**src/rtl/piso_tx_pkg.sv**
```systemverilog
// ----------------------------------------------------------------------------
// piso_tx_pkg
// Shared definitions for the parallel-in / serial-out framed transmitter:
//   - tx_state_t   : frame sequencer states
//   - cnt_w()      : counter width helper, max(1, clog2(n))
//   - frame_clks() : clocks from handshake edge to the STOP->IDLE edge
// ----------------------------------------------------------------------------
package piso_tx_pkg;

    typedef enum logic [2:0] {
        IDLE   = 3'd0,
        START  = 3'd1,
        DATA   = 3'd2,
        PARITY = 3'd3,
        STOP   = 3'd4
    } tx_state_t;

    // A counter over n values never needs fewer than one bit.
    function automatic int cnt_w(input int n);
        return (n > 1) ? $clog2(n) : 1;
    endfunction

    // Start + data + optional parity + stop, each held baud_div clocks.
    function automatic int frame_clks(input int data_w, input int baud_div, input int parity_en);
        return (2 + data_w + parity_en) * baud_div;
    endfunction

endpackage

```
**src/rtl/baud_tick_gen.sv**
```systemverilog
// ----------------------------------------------------------------------------
// baud_tick_gen
// Free-running 0..BAUD_DIV-1 counter producing a one-cycle bit-end tick.
// Ports:
//   clk  in  system clock
//   rst  in  synchronous active-high reset (counter -> 0)
//   clr  in  restart the count at 0 (asserted on the frame handshake)
//   tick out high while the counter sits at BAUD_DIV-1, i.e. the edge that
//            ends the current serial bit
// ----------------------------------------------------------------------------
module baud_tick_gen
    import piso_tx_pkg::*;
#(
    parameter int BAUD_DIV = 4
) (
    input  logic clk,
    input  logic rst,
    input  logic clr,
    output logic tick
);

    localparam int CW = cnt_w(BAUD_DIV);
    localparam logic [CW-1:0] LAST = CW'(BAUD_DIV - 1);

    logic [CW-1:0] r_cnt;

    // With BAUD_DIV=1 the counter is stuck at 0 == LAST, so every edge ticks.
    assign tick = (r_cnt == LAST);

    always_ff @(posedge clk) begin
        if (rst || clr) begin
            r_cnt <= '0;
        end else if (r_cnt == LAST) begin
            r_cnt <= '0;
        end else begin
            r_cnt <= r_cnt + CW'(1);
        end
    end

endmodule

```
**src/rtl/piso_serial_tx.sv**
```systemverilog
// ----------------------------------------------------------------------------
// piso_serial_tx
// Framed parallel-in / serial-out transmitter: start(0), data, optional
// parity, stop(1); each bit held BAUD_DIV clocks. Line idles high.
// Ports:
//   clk       in   system clock
//   rst       in   synchronous active-high reset; aborts any frame
//   tx_data   in   word to send, captured on the valid/ready handshake edge
//   tx_valid  in   producer has a word
//   tx_ready  out  transmitter idle and not in reset (combinational)
//   sd        out  registered serial data line
//   busy      out  frame in progress
//   done      out  one-cycle pulse after the stop bit completes
// ----------------------------------------------------------------------------
module piso_serial_tx
    import piso_tx_pkg::*;
#(
    parameter int DATA_W     = 8,
    parameter int BAUD_DIV   = 4,
    parameter int PARITY_EN  = 0,
    parameter int PARITY_ODD = 0,
    parameter int MSB_FIRST  = 0
) (
    input  logic              clk,
    input  logic              rst,
    input  logic [DATA_W-1:0] tx_data,
    input  logic              tx_valid,
    output logic              tx_ready,
    output logic              sd,
    output logic              busy,
    output logic              done
);

    localparam int BIT_CW = cnt_w(DATA_W);
    localparam logic [BIT_CW-1:0] LAST_BIT = BIT_CW'(DATA_W - 1);

    tx_state_t         r_state;
    logic [DATA_W-1:0] r_shift;
    logic [BIT_CW-1:0] r_bit_cnt;
    logic              r_parity;
    logic              r_sd;
    logic              r_done;

    logic [DATA_W-1:0] w_shift_next;
    logic              w_first_bit;
    logic              w_next_bit;
    logic              w_tick;
    logic              w_handshake;

    assign tx_ready    = (r_state == IDLE) && !rst;
    assign w_handshake = tx_valid && tx_ready;
    assign sd          = r_sd;
    assign busy        = (r_state != IDLE);
    assign done        = r_done;

    // The bit on the line is always taken from the outgoing end of the
    // shift register; the direction of shift picks LSB- or MSB-first.
    generate
        if (MSB_FIRST != 0) begin : g_msb_first
            assign w_shift_next = r_shift << 1;
            assign w_first_bit  = r_shift[DATA_W-1];
            assign w_next_bit   = w_shift_next[DATA_W-1];
        end else begin : g_lsb_first
            assign w_shift_next = r_shift >> 1;
            assign w_first_bit  = r_shift[0];
            assign w_next_bit   = w_shift_next[0];
        end
    endgenerate

    // Handshake restarts the baud count so the start bit lasts a full period.
    baud_tick_gen #(
        .BAUD_DIV (BAUD_DIV)
    ) u_baud (
        .clk  (clk),
        .rst  (rst),
        .clr  (w_handshake),
        .tick (w_tick)
    );

    always_ff @(posedge clk) begin
        if (rst) begin
            r_state   <= IDLE;
            r_shift   <= '0;
            r_bit_cnt <= '0;
            r_parity  <= 1'b0;
            r_sd      <= 1'b1;
            r_done    <= 1'b0;
        end else begin
            r_done <= 1'b0;
            case (r_state)
                IDLE: begin
                    if (w_handshake) begin
                        r_shift   <= tx_data;
                        r_parity  <= (^tx_data) ^ 1'(PARITY_ODD);
                        r_bit_cnt <= '0;
                        r_sd      <= 1'b0;
                        r_state   <= START;
                    end
                end
                START: begin
                    if (w_tick) begin
                        r_sd    <= w_first_bit;
                        r_state <= DATA;
                    end
                end
                DATA: begin
                    if (w_tick) begin
                        if (r_bit_cnt == LAST_BIT) begin
                            r_bit_cnt <= '0;
                            if (PARITY_EN != 0) begin
                                r_sd    <= r_parity;
                                r_state <= PARITY;
                            end else begin
                                r_sd    <= 1'b1;
                                r_state <= STOP;
                            end
                        end else begin
                            r_shift   <= w_shift_next;
                            r_sd      <= w_next_bit;
                            r_bit_cnt <= r_bit_cnt + BIT_CW'(1);
                        end
                    end
                end
                PARITY: begin
                    if (w_tick) begin
                        r_sd    <= 1'b1;
                        r_state <= STOP;
                    end
                end
                STOP: begin
                    if (w_tick) begin
                        r_done  <= 1'b1;
                        r_state <= IDLE;
                    end
                end
                default: begin
                    r_sd    <= 1'b1;
                    r_state <= IDLE;
                end
            endcase
        end
    end

endmodule

```
**config.mk**
```make
export PLATFORM = sky130hd
export DESIGN_NAME = piso_serial_tx
export DESIGN_NICKNAME = d
export VERILOG_FILES = /design/src/rtl/piso_tx_pkg.sv /design/src/rtl/baud_tick_gen.sv /design/src/rtl/piso_serial_tx.sv
export SDC_FILE = /design/constraint.sdc
export NUM_CORES = 1
export LEC_CHECK = 0
export ABC_AREA = 1
export BUFFER_PORTS_ARGS = -buffer_cell sky130_fd_sc_hd__buf_2
export CAP_MARGIN = 25
export CORE_ASPECT_RATIO = 1.1
export CORE_MARGIN = 3
export CORE_UTILIZATION = 45
export CTS_BUF_LIST = sky130_fd_sc_hd__clkbuf_8
export DETAILED_ROUTE_END_ITERATION = 10
export GPL_TIMING_DRIVEN = 0
export HOLD_SLACK_MARGIN = 0.02
export PLACE_DENSITY = 0.67
export SYNTH_ARGS = -nofsm -noshare
export SYNTH_HDL_FRONTEND = slang
export SYNTH_HIERARCHICAL = 1
export SYNTH_SLANG_ARGS = --single-unit
```
**constraint.sdc**
```tcl
create_clock -name clk -period 1.3 [get_ports clk]
set_input_delay 0.13 -clock clk [delete_from_list [all_inputs] [get_ports clk]]
set_output_delay 0.13 -clock clk [all_outputs]
set_load 0.03 [all_outputs]
```
==> results.rst, run 1 <==
.. list-table::
   :header-rows: 1

   * - Metric
     - Value
   * - Worst Setup End Kind
     - flop
   * - Sw Ratio
     - ~44%
   * - Final clock period utilization by the worst path
     - 107%
   * - PwrDens
     - around 2300 mW/mm2
   * - Critical path required time
     - 1.46 ns
   * - Share of final-layout standard cells stronger than drive strength 1
     - a little under two fifths
   * - DRT iter0 DRCs
     - 23
   * - Pre-CTS worst setup slack
     - -0.131 ns
   * - Worst R2R Setup Slack
     - -0.09 ns
   * - Clock latency at the later pin of the worst-skew pair
     - around 0.26 ns
   * - RSZ-0062 raised after global routing
     - true
   * - Slew Limit Headroom
     - approximately three quarters
   * - IO Port Bufs
     - 14
   * - CTS root buffer
     - sky130_fd_sc_hd__clkbuf_8
   * - Die span in x
     - just over 50 um
   * - Final number of setup-violating endpoints
     - 11
   * - Y dimension of the die
     - 55.7 um
   * - Series of cell instances along the critical path
     - ha_4, ha_4, inv_4, o21ai_4, inv_2, nand3_4, buf_8, nor2_4, nor2_2
   * - Type of the tightest min-delay check
     - in2reg
   * - Net count of the finished layout
     - between 150 and 200
   * - Post-Syn Nets
     - about 160
   * - Startpoint-to-endpoint class of the critical path
     - reg2reg
   * - Largest incremental delay on the critical path
     - approximately 0.36 ns
   * - Origin of the worst setup path
     - r_bit_cnt[0]
   * - Max Slew Vio Count
     - 0
   * - Largest voltage drop on the vdd net
     - roughly 1300 uV
   * - Cell Rows
     - 17
   * - Effective utilization at floorplan
     - between 40% and 50%
   * - Mean number of vias per cell
     - about 4.8
   * - Number of diodes added for antenna fixing
     - 0
   * - Count of vias placed by the detailed router
     - around 970
   * - Sequential cell area fraction in the yosys report
     - between 30 and 40%
   * - Clock buffer count from CTS
     - 3
   * - Total internal power
     - 0.00176 W
   * - Synthesis-to-layout area growth
     - 33.6%
   * - Num Clock Sinks
     - 18
   * - Fraction of post-synthesis cell area in the top cell type by area
     - ~36%
   * - Combinational Power Share
     - between 50% and 60%
   * - Worst hold slack across all endpoints
     - around 0.16 ns
   * - DRC violations left
     - 0
   * - Area inside the core boundary
     - ~0.0021 mm2
   * - Fraction of power consumed by the clock network
     - 15.1%
   * - Worst-Margin Slew
     - roughly 0.35 ns
   * - Mean area per synthesized cell
     - just under 7 um2
   * - Cell taking the most area after synthesis
     - sky130_fd_sc_hd__dfxtp_1
   * - Number of global-route vias before repair
     - 933
   * - H-Tree Depth
     - 1
   * - Arrival time at the worst endpoint
     - around 1.6 ns
   * - Die Outline Area
     - between 0.002 and 0.003 mm2
   * - Leakage power
     - 0.665 nW
   * - Cell count after synthesis
     - 150
   * - First-pass iteration count of the detailed router
     - 4
   * - Post-synth design cell area
     - 0.00101 mm2
   * - First-pass GRT wire length
     - about 3800 um
   * - Reg-to-reg endpoint
     - r_shift[5]
   * - Max-cap violations
     - 0
   * - Switching power of the nets
     - roughly 0.0014 W
   * - Maximum buffer depth of the clock tree
     - 2
   * - Nature of the critical path startpoint
     - flop
   * - Overall Global Routing Usage
     - between 15 and 20%
   * - Worst Clk Skew
     - roughly 0.0011 ns
   * - Final worst-path setup slack
     - -0.0895 ns
   * - Routability congestion estimate from global placement
     - approximately 0.83
   * - Cell types with the largest area share after synthesis
     - sky130_fd_sc_hd__dfxtp_1 (36%), sky130_fd_sc_hd__nand2_1 (15%), sky130_fd_sc_hd__nor2_1 (12%)
   * - Startpoint of the most critical register-to-register path
     - r_bit_cnt[0]
   * - Post-detailed-route count of antenna-violating nets
     - 0
   * - Cell at the slowest stage of the critical path
     - sky130_fd_sc_hd__dfxtp_4
   * - Largest net degree at the start of global routing
     - 11
   * - Clock slew at reported path FFs
     - approximately 0.07 ns
   * - Top achievable clock speed
     - just over 700 MHz
   * - Final wirelength
     - roughly 2200 um
   * - Routed len/inst
     - approximately 11 um
   * - Synthesis-stage register bit count
     - 18
   * - Depth of the most critical reg-to-reg path
     - 9
   * - Number of different library cells in the post-synthesis netlist
     - 23
   * - Aggregate global routing overflow
     - 0
   * - Sequential fraction of design power
     - between 20 and 30%
   * - Cell occurring most often along the worst timing path
     - sky130_fd_sc_hd__ha_4
   * - Termination of the worst setup path
     - r_shift[5]
   * - Antenna violations before repair
     - 0
   * - # IOs
     - 15
   * - Yosys warning count
     - 6
   * - TritonCTS clock tree
     - done
   * - Final Hold Fails
     - 0
   * - Post-layout minimum cycle time
     - ~1.4 ns
   * - Violations in the final reports
     - negative setup slack
   * - Count of hold buffers inserted by post-cts repair
     - 0
   * - Outcome
     - complete, but fails checks
   * - Maximum fanout encountered on the critical timing path
     - 5
   * - Detailed-placement wirelength estimate
     - about 1600 um
-- routing by layer --
| metal | global-route usage [%] | vias up | part of all wire [%] |
|---|---|---|---|
| li1 | - | 513 | - |
| met1 | 20.1 | 438 | 44 |
| met2 | 30.9 | 17 | 50 |
| met3 | 3.22 | 5 | 3.5 |
| met4 | 9.23 | 0 | 2.2 |
| met5 | 0 | - | 0 |
-- metrics by stage --
step           power [W]  setup TNS, ns  utilization, %  instance area [um2]  instances
6_report         0.00315         -0.774            65.4                 1350        202
5_1_grt          0.00340          -1.75            65.4                 1350        202
4_1_cts          0.00297         -0.539            62.3                 1290        202
3_5_place_dp     0.00223          -1.07            55.0                 1130        192
3_3_place_gp     0.00217         -0.887            55.0                 1130        192
2_1_floorplan    0.00196              0               -                 1030        150
-- state kept, by name, indices dropped and copies added, names as in the netlist --
register and count:
done 1, r_bit_cnt 3, u_baud/r_cnt 2, r_state 3, r_shift 8, sd 1
-- timing repair --
action,CTS,global route
pin swaps,5,7
gates resized for setup,18,20
endpoints found under the setup margin,13,17
gates cloned,1,0
setup buffers,5,0
-- cells in the final DEF (no fill, tap or decap), types with 2 or more instances in the layout --
cell	count
sky130_fd_sc_hd__buf_6	4
sky130_fd_sc_hd__dfxtp_2	4
sky130_fd_sc_hd__nand2_4	2
sky130_fd_sc_hd__nor2_4	4
sky130_fd_sc_hd__nor2_2	4
sky130_fd_sc_hd__nand3_1	6
sky130_fd_sc_hd__clkbuf_8	4
sky130_fd_sc_hd__inv_2	3
sky130_fd_sc_hd__o211ai_1	2
sky130_fd_sc_hd__o21ai_1	3
sky130_fd_sc_hd__inv_4	4
sky130_fd_sc_hd__buf_2	14
sky130_fd_sc_hd__dfxtp_1	13
sky130_fd_sc_hd__buf_4	4
sky130_fd_sc_hd__nand4_1	3
sky130_fd_sc_hd__nor2_1	24
sky130_fd_sc_hd__nand2_2	6
sky130_fd_sc_hd__ha_4	2
sky130_fd_sc_hd__nand2_1	35
sky130_fd_sc_hd__o21ai_0	3
sky130_fd_sc_hd__inv_1	17
-- power groups by stage --
stage	logic (W)	registers [W]	clock network, W
finish	0.00180	0.000876	0.000474
global route	0.00199	0.000897	0.000515
CTS	0.00163	0.000864	0.000484
detailed placement	0.00137	0.000863	0
global placement	0.00132	0.000852	0
floorplan	0.00110	0.000862	0
-- worst min path at each step --
| stage | startpoint | to | slack (ns) | cells after the start |
|---|---|---|---|---|
| floorplan | rst | r_bit_cnt[2] | 0.20 | 1 |
| global placement | u_baud/r_cnt[0] | u_baud/r_cnt[0] | 0.40 | 1 |
| detailed placement | u_baud/r_cnt[0] | u_baud/r_cnt[0] | 0.41 | 1 |
| CTS | tx_data[7] | r_shift[7] | 0.16 | 3 |
| global route | rst | r_shift[7] | 0.17 | 2 |
| finish | rst | r_shift[7] | 0.16 | 2 |
-- cell usage after synthesis --
cell and number:
sky130_fd_sc_hd__nand3_4 1, sky130_fd_sc_hd__ha_1 3, sky130_fd_sc_hd__a21oi_1 2, sky130_fd_sc_hd__nor2_8 1, sky130_fd_sc_hd__dfxtp_1 18, sky130_fd_sc_hd__o211ai_4 1
sky130_fd_sc_hd__inv_4 1, sky130_fd_sc_hd__inv_2 2, sky130_fd_sc_hd__o211ai_1 2, sky130_fd_sc_hd__nor2_2 1, sky130_fd_sc_hd__nand2_4 2, sky130_fd_sc_hd__o21ai_2 1
sky130_fd_sc_hd__nand4_1 3, sky130_fd_sc_hd__o21ai_0 4, sky130_fd_sc_hd__buf_2 1, sky130_fd_sc_hd__nand3_1 7, sky130_fd_sc_hd__inv_1 21, sky130_fd_sc_hd__buf_6 2
sky130_fd_sc_hd__nand2_1 41, sky130_fd_sc_hd__and2_1 1, sky130_fd_sc_hd__nor3_1 1, sky130_fd_sc_hd__nor2_1 31, sky130_fd_sc_hd__o21ai_1 3
-- critical path: cells and delay by family (launching register included) --
| family | cells | cell delay, ns |
|---|---|---|
| compound gates | 1 | 0.05 |
| flops | 1 | 0.36 |
| fa+ha+maj | 2 | 0.31 |
| buf+inv | 3 | 0.31 |
| simple gates | 3 | 0.25 |
-- logic make-up (layout without fill, tap and decap cells) --
group | count (synthesis) | after routing | synth area share [%]
buffers and inverters | 27 | 51 | 11.9
DFF | 18 | 18 | 35.7
and+or+nand+nor | 89 | 89 | 39.8
adders and majority gates | 3 | 3 | 3.72
AOI/OAI and AO/OA | 13 | 13 | 8.92
-- area by class of cell --
class | count | area, um2
repair buffers | 20 | 129
flip-flops and latches | 18 | 369
fillers | 192 | 714
clock buffers | 4 | 55.1
inverters | 24 | 100
well taps | 28 | 35.0
plain buffers | 3 | 31.3
multi-input cells | 105 | 629
Power figures use the tool's default switching activity.
==> inputs of run 2 (changes only) <==
- SETUP_SLACK_MARGIN: unset -> 0.15
==> run 2 against run 1 <==
- the flow still finishes with violations (negative setup slack)
- maximum frequency increased by 0.11%
- flip-flop and latch count unchanged
- sequential share of layout area decreased by 0.17 points
- final area increased by 1.3%
- worst hold slack about the same
- global-route usage decreased by 0.36 points
- final cell count increased by 2.5%
- non-clock buffer count increased by 5
- critical endpoint is now r_shift[2]
- largest cell class unchanged
- largest power group unchanged
- highest routed layer unchanged
==> results.rst, run 2 (same netlist as run 1, synthesis figures left out) <==
.. list-table::
   :header-rows: 1

   * - Metric
     - Value
   * - Leakage power
     - approximately 0.7 nW
   * - Post-layout minimum cycle time
     - around 1.4 ns
   * - DRT iter0 DRCs
     - 16
   * - Leading cell type in the layout, fill and taps excluded
     - sky130_fd_sc_hd__nand2_1
   * - Max Slew Vio Count
     - 0
   * - Total internal power
     - around 0.0018 W
   * - Slew Limit Headroom
     - about four fifths
   * - Final cell utilization of the core
     - roughly 66%
   * - DRC violations left
     - 0
   * - Y dimension of the die
     - approximately 56 um
   * - Overall Global Routing Usage
     - between 10% and 20%
   * - Final wirelength
     - 2290 um
   * - Mean number of vias per cell
     - 4.87
   * - Tot Pwr
     - 0.00317 W
   * - Clock buffer count from CTS
     - 3
   * - Worst Setup End Kind
     - flop
   * - Detailed-placement wirelength estimate
     - roughly 1600 um
   * - PwrDens
     - 2320 mW/mm2
   * - CTS root buffer
     - sky130_fd_sc_hd__clkbuf_8
   * - Violations in the final reports
     - negative setup slack
   * - Aggregate global routing overflow
     - 0
   * - Worst Hold Path Cells
     - 3
   * - Top achievable clock speed
     - around 720 MHz
   * - Final Hold Fails
     - 0
   * - Reg-to-reg endpoint
     - r_shift[2]
   * - Synthesis-to-layout area growth
     - 35.3%
   * - Final worst-path setup slack
     - -0.0880 ns
   * - Share of final-layout standard cells stronger than drive strength 1
     - between 30 and 40%
   * - Clock slew at reported path FFs
     - approximately 0.070 ns
   * - Net count of the finished layout
     - a little under 200
   * - Max FFs per register
     - 8
   * - Largest voltage drop on the vdd net
     - between 1000 and 1500 uV
   * - # IOs
     - 15
   * - First-pass iteration count of the detailed router
     - 4
   * - Num Clock Sinks
     - 18
   * - Switching power of the nets
     - ~0.0014 W
   * - Largest net degree at the start of global routing
     - 11
   * - Outcome
     - complete, but fails checks
   * - Sw Ratio
     - between 40% and 50%
   * - Final number of setup-violating endpoints
     - 11
   * - Register cell area after layout
     - ~370 um2
   * - Number of global-route vias before repair
     - 977
   * - Depth of the most critical reg-to-reg path
     - 10
   * - First-pass GRT wire length
     - approximately 3900 um
   * - Startpoint of the most critical register-to-register path
     - r_bit_cnt[0]
   * - Cell Rows
     - 17
   * - Die span in x
     - between 50 and 60 um
   * - Post-detailed-route count of antenna-violating nets
     - 0
   * - H-Tree Depth
     - 1
   * - RSZ-0062 raised after global routing
     - true
   * - Sequential fraction of design power
     - 27.8%
   * - Worst R2R Setup Slack
     - -0.09 ns
   * - Area inside the core boundary
     - just over 0.002 mm2
   * - IO Port Bufs
     - 14
   * - Maximum buffer depth of the clock tree
     - 2
   * - Worst Clk Skew
     - about 0.0014 ns
   * - Worst-Margin Slew
     - around 0.31 ns
   * - Registers with the highest flip-flop counts
     - r_shift: 8 flops, r_bit_cnt: 3 flops, r_state: 3 flops
   * - Startpoint-to-endpoint class of the critical path
     - reg2reg
   * - Clock latency at the later pin of the worst-skew pair
     - between 0.2 and 0.3 ns
   * - Count of vias placed by the detailed router
     - 1008
   * - Critical path required time
     - between 1 and 1.5 ns
   * - Final clock period utilization by the worst path
     - 107%
   * - TritonCTS clock tree
     - done
   * - Arrival time at the worst endpoint
     - 1.55 ns
   * - Count of hold buffers inserted by post-cts repair
     - 0
   * - Fraction of power consumed by the clock network
     - 14.9%
   * - Nature of the critical path startpoint
     - flop
   * - Startpoint of the lowest-slack hold path
     - tx_data[7]
   * - Combinational Power Share
     - a little under three fifths
   * - Maximum fanout encountered on the critical timing path
     - 7
   * - Hold-critical path endpoint
     - r_shift[7]
   * - Routability congestion estimate from global placement
     - 0.790
   * - Die Outline Area
     - around 0.0028 mm2
   * - Area taken by multi-input logic gates
     - about 600 um2
   * - FILL cells
     - slightly below 200
   * - Effective utilization at floorplan
     - approximately half
   * - Commonest non-fill, non-tap cells in the layout
     - sky130_fd_sc_hd__nand2_1 (35), sky130_fd_sc_hd__nor2_1 (25), sky130_fd_sc_hd__inv_1 (16)
   * - Max-cap violations
     - 0
   * - Type of the tightest min-delay check
     - in2reg
   * - Routed len/inst
     - between 10 and 15 um
   * - Antenna violations before repair
     - 0
   * - Number of diodes added for antenna fixing
     - 0
   * - Accumulated negative setup slack
     - -0.630 ns
   * - Largest Register
     - r_shift
run 2: changes by cell type in the layout (fill, tap and decap cells not counted), sizes merged:
cell,delta
buf,+5
run 2: through the flow:
step	instance area [um2]	hold slack, ns	cells	worst slack, ns
4_1_cts	1320	0.154	205	-0.0440
5_1_grt	1370	0.190	207	-0.158
2_1_floorplan	1050	0.199	150	0.0328
3_3_place_gp	1150	0.405	192	-0.0827
6_report	1370	0.156	207	-0.0880
3_5_place_dp	1150	0.415	192	-0.0850
run 2: routing by layer:
metal  track usage, %  part of all wire, %
met5                0                    0
met4             6.92                  1.4
met3             4.02                  3.5
met2             30.8                   52
met1             19.7                   43
run 2: power groups by stage:
| stage | combinational [W] | clock (W) | sequential (W) |
|---|---|---|---|
| final | 0.00182 | 0.000471 | 0.000882 |
| after global routing | 0.00203 | 0.000497 | 0.000898 |
| after CTS | 0.00169 | 0.000479 | 0.000877 |
| after detailed placement | 0.00141 | 0 | 0.000860 |
| after global placement | 0.00135 | 0 | 0.000852 |
| after floorplan | 0.00113 | 0 | 0.000862 |
run 2: final cells by class:
cell class | instances | area share, %
Multi-Input combinational cell | 105 | 44.6
Tap cell | 28 | 2.56
Buffer | 3 | 2.01
Timing Repair Buffer | 25 | 12.1
Inverter | 24 | 7.51
Sequential cell | 18 | 27.2
Clock buffer | 4 | 4.03
run 2: worst max-delay path by stage:
stage	start	depth (start not counted)	endpoint	slack [ns]
after CTS	r_bit_cnt[1]	9	r_shift[4]	-0.04
final	r_bit_cnt[0]	10	r_shift[2]	-0.09
after global placement	r_bit_cnt[0]	10	r_shift[3]	-0.08
after detailed placement	r_bit_cnt[0]	10	r_shift[2]	-0.09
after floorplan	r_bit_cnt[0]	9	r_shift[0]	0.03
after global routing	r_bit_cnt[0]	10	r_shift[6]	-0.16
run 2: what timing repair did:
action / in CTS / in global routing
resized for setup: 24 / 10
pin swaps: 9 / 11
setup buffers: 8 / 2
cloned: 1 / 0
setup endpoints to repair: 17 / 17
run 2: critical path: stages (launching register included):
cell and delay, ns:
sky130_fd_sc_hd__dfxtp_2 0.36, sky130_fd_sc_hd__ha_4 0.14, sky130_fd_sc_hd__ha_4 0.13, sky130_fd_sc_hd__inv_4 0.03, sky130_fd_sc_hd__o21ai_4 0.15, sky130_fd_sc_hd__inv_2 0.07, sky130_fd_sc_hd__nand3_4 0.12, sky130_fd_sc_hd__buf_6 0.14
sky130_fd_sc_hd__nand2_1 0.05, sky130_fd_sc_hd__nand2_1 0.05, sky130_fd_sc_hd__nor2_1 0.04
==> inputs of run 3 (changes only) <==
- ABC_AREA: 1 -> unset
- RECOVER_POWER: unset -> 25
==> run 3 against run 2 <==
- the flow still finishes with violations (negative setup slack)
- non-clock buffer count up 16
- maximum frequency down 8.2%
- total power down 56%
- flip-flop and latch count unchanged
- die area up 1.2%
- worst hold slack worse by 0.078 ns
- utilization up 11 points
- global-route usage up 3.0 points
- critical path type unchanged
- critical endpoint is now r_shift[1]
- largest cell class unchanged
- highest routed layer unchanged
==> results.rst, run 3 <==
.. list-table::
   :header-rows: 1

   * - Metric
     - Value
   * - Total internal power
     - 0.000971 W
   * - Fraction of post-synthesis cell area in the top cell type by area
     - about a third
   * - Effective utilization at floorplan
     - between 40 and 50%
   * - Synth async-reset ratio
     - 0%
   * - DRC violations left
     - 0
   * - Outcome
     - complete, but fails checks
   * - Max-cap violations
     - 0
   * - Count of vias placed by the detailed router
     - 960
   * - Mean area per synthesized cell
     - 9.66 um2
   * - Overall Global Routing Usage
     - approximately a fifth
   * - Net count of the finished layout
     - approximately 160
   * - TritonCTS clock tree
     - done
   * - First-pass iteration count of the detailed router
     - 4
   * - Final clock period utilization by the worst path
     - 116%
   * - Y dimension of the die
     - around 56 um
   * - Max FFs per register
     - 8
   * - Yosys warning count
     - 6
   * - Area inside the core boundary
     - about 0.0021 mm2
   * - Commonest non-fill, non-tap cells in the layout
     - sky130_fd_sc_hd__buf_4 (18), sky130_fd_sc_hd__nor3_1 (11), sky130_fd_sc_hd__dfxtp_1 (11)
   * - Reg-to-reg endpoint
     - r_shift[1]
   * - Registers with the highest flip-flop counts
     - r_shift: 8 flops, r_bit_cnt: 3 flops, r_state: 3 flops
   * - Number of global-route vias before repair
     - between 900 and 1000
   * - Die Outline Area
     - approximately 0.0029 mm2
   * - Max Slew Vio Count
     - 0
   * - Largest net degree at the start of global routing
     - 11
   * - Origin of the worst setup path
     - r_bit_cnt[1]
   * - Startpoint-to-endpoint class of the critical path
     - reg2reg
   * - Post-detailed-route count of antenna-violating nets
     - 0
   * - Combinational Power Share
     - 26.6%
   * - Detailed-placement wirelength estimate
     - ~1500 um
   * - Die span in x
     - a little over 50 um
   * - Synth top cells by count
     - sky130_fd_sc_hd__dfxtp_1 (18), sky130_fd_sc_hd__a21oi_1 (12), sky130_fd_sc_hd__nor3_1 (11)
   * - PwrDens
     - about 860 mW/mm2
   * - Depth of the most critical reg-to-reg path
     - 6
   * - Routed len/inst
     - between 15 and 20 um
   * - Worst-Margin Slew
     - roughly 0.80 ns
   * - CTS root buffer
     - sky130_fd_sc_hd__clkbuf_8
   * - Ys flop type
     - sky130_fd_sc_hd__dfxtp_1
   * - Aggregate global routing overflow
     - 0
   * - Largest Register
     - r_shift
   * - Post-layout minimum cycle time
     - 1.51 ns
   * - Cell with the most instances after synthesis
     - sky130_fd_sc_hd__dfxtp_1
   * - Number of non-filler instances in the completed layout
     - approximately 170
   * - Number of diodes added for antenna fixing
     - 0
   * - Clock slew at reported path FFs
     - roughly 0.070 ns
   * - Maximum buffer depth of the clock tree
     - 2
   * - Routability congestion estimate from global placement
     - slightly below 0.8
   * - Synthesis-stage register bit count
     - 18
   * - Sequential cell area fraction in the yosys report
     - 35.2%
   * - Sequential fraction of design power
     - between 40% and 50%
   * - Antenna violations before repair
     - 0
   * - Final Hold Fails
     - 0
   * - Leading cell type in the layout, fill and taps excluded
     - sky130_fd_sc_hd__buf_4
   * - Slew Limit Headroom
     - 46.5%
   * - Switching power of the nets
     - 0.000415 W
   * - Violations in the final reports
     - negative setup slack
   * - Sw Ratio
     - 29.9%
   * - First-pass GRT wire length
     - around 4600 um
   * - Nature of the critical path startpoint
     - flop
   * - Worst Clk Skew
     - about 0.0017 ns
   * - # IOs
     - 15
   * - Num Clock Sinks
     - 18
   * - Top achievable clock speed
     - approximately 660 MHz
   * - H-Tree Depth
     - 1
   * - Final number of setup-violating endpoints
     - 13
   * - Clock buffer count from CTS
     - 3
   * - Post-synth design cell area
     - between 0.001 and 0.0015 mm2
   * - Final worst-path setup slack
     - -0.212 ns
   * - Termination of the worst setup path
     - r_shift[1]
   * - Cell types with the largest area share after synthesis
     - sky130_fd_sc_hd__dfxtp_1 (35%), sky130_fd_sc_hd__a2111oi_2 (10%), sky130_fd_sc_hd__mux2i_1 (8.8%)
   * - Worst R2R Setup Slack
     - -0.21 ns
   * - Worst Setup End Kind
     - flop
   * - Cell count after synthesis
     - around 110
   * - RSZ-0062 raised after global routing
     - true
   * - Clock latency at the later pin of the worst-skew pair
     - ~0.26 ns
   * - Cell taking the most area after synthesis
     - sky130_fd_sc_hd__dfxtp_1
   * - Post-Syn Nets
     - 120
   * - Share of final-layout standard cells stronger than drive strength 1
     - a little under three fifths
   * - Type of the tightest min-delay check
     - in2reg
   * - Final cell utilization of the core
     - around 77%
   * - Cell Rows
     - 17
   * - Leakage power
     - ~0.58 nW
   * - Number of flops mapped to enable cells by yosys
     - 0
   * - Arrival time at the worst endpoint
     - 1.67 ns
   * - Final wirelength
     - about 2800 um
   * - Placed Cells incl. Taps
     - about 150
   * - Startpoint of the most critical register-to-register path
     - r_bit_cnt[1]
   * - Synthesis-to-layout area growth
     - 57.3%
   * - Mean number of vias per cell
     - ~5.6
   * - DRT iter0 DRCs
     - 17
   * - Fraction of power consumed by the clock network
     - between 20 and 30%
   * - Largest voltage drop on the vdd net
     - ~670 uV
   * - Critical path required time
     - around 1.5 ns
   * - IO Port Bufs
     - 14
   * - Maximum fanout encountered on the critical timing path
     - 8
   * - Number of different library cells in the post-synthesis netlist
     - 32
==> run 3: changes by cell type after synthesis, sizes merged, moves of 4 or more <==
cell and change:
nand2 -41, nor2 -29, inv -23, a21oi +10, nor3 +10, mux2i +9, nand3 -8, a2111oi +7
nand2b +5, o21ai -5, buf +4
==> run 3: critical path: stages, from the launching register on <==
cell and delay [ns]:
sky130_fd_sc_hd__dfxtp_2 0.35, sky130_fd_sc_hd__ha_4 0.14, sky130_fd_sc_hd__ha_4 0.14, sky130_fd_sc_hd__nor2b_4 0.04, sky130_fd_sc_hd__buf_8 0.12, sky130_fd_sc_hd__o211a_4 0.31, sky130_fd_sc_hd__a2111oi_4 0.30
==> run 3: repair_timing <==
| item | in CTS | in global routing |
|---|---|---|
| gates resized for setup | 23 | 15 |
| setup endpoints to repair | 16 | 19 |
| hold buffers | 0 | 0 |
| setup buffers | 18 | 2 |
| pin swaps | 7 | 6 |
==> run 3: cell families (layout without fill, tap and decap cells) <==
| family | after synthesis | in the layout | synth area share, % |
|---|---|---|---|
| mux | 9 | 9 | 8.80 |
| fa+ha+maj | 3 | 3 | 3.67 |
| compound gates | 28 | 28 | 23.3 |
| flops | 18 | 18 | 35.2 |
| simple gates | 37 | 37 | 23.6 |
| buf+inv | 11 | 48 | 5.38 |
==> run 3: layer usage <==
metal	up-vias	share of wire [%]	GRT usage, %
met3	4	2.8	2.68
met5	-	0	0
li1	476	-	-
met1	463	45	26.6
met4	0	2.2	7.87
met2	17	50	33.6
==> run 3: power by group through the flow <==
stage | combinational, W | clock (W) | sequential, W
final | 0.000368 | 0.000399 | 0.000619
after global routing | 0.000396 | 0.000421 | 0.000622
after detailed placement | 0.000256 | 0 | 0.000631
after CTS | 0.000333 | 0.000396 | 0.000616
after global placement | 0.000249 | 0 | 0.000629
after floorplan | 0.000192 | 0 | 0.000631
==> run 3: how the worst min path moves through the flow <==
stage / from / end / slack [ns] / cells after the start
after floorplan: rst / u_baud/r_cnt[0] / 0.20 / 1
after global placement: tx_data[7] / r_shift[7] / 0.34 / 2
after detailed placement: tx_data[7] / r_shift[7] / 0.34 / 2
after CTS: tx_data[7] / r_shift[7] / 0.08 / 2
after global routing: tx_data[7] / r_shift[7] / 0.08 / 2
final: tx_data[7] / r_shift[7] / 0.08 / 2
==> run 3: area by class of cell <==
cell class	count	area, um2
Multi-Input combinational cell	77	802
Sequential cell	18	374
Tap cell	28	35.0
Clock buffer	3	41.3
Inverter	1	3.75
Timing Repair Buffer	34	254
Fill cell	149	474
Buffer	10	100
==> run 3: per-stage QoR <==
| step | area (um2) | TNS (ns) | total power, W | hold WS (ns) | setup WS [ns] |
|---|---|---|---|---|---|
| after detailed placement | 1220 | -1.96 | 0.000887 | 0.344 | -0.270 |
| after CTS | 1530 | -1.86 | 0.00135 | 0.0814 | -0.202 |
| after global routing | 1610 | -2.52 | 0.00144 | 0.0818 | -0.254 |
| after global placement | 1220 | -1.79 | 0.000878 | 0.335 | -0.248 |
| after floorplan | 1120 | -1.08 | 0.000823 | 0.196 | -0.151 |
| final | 1610 | -1.89 | 0.00139 | 0.0783 | -0.212 |
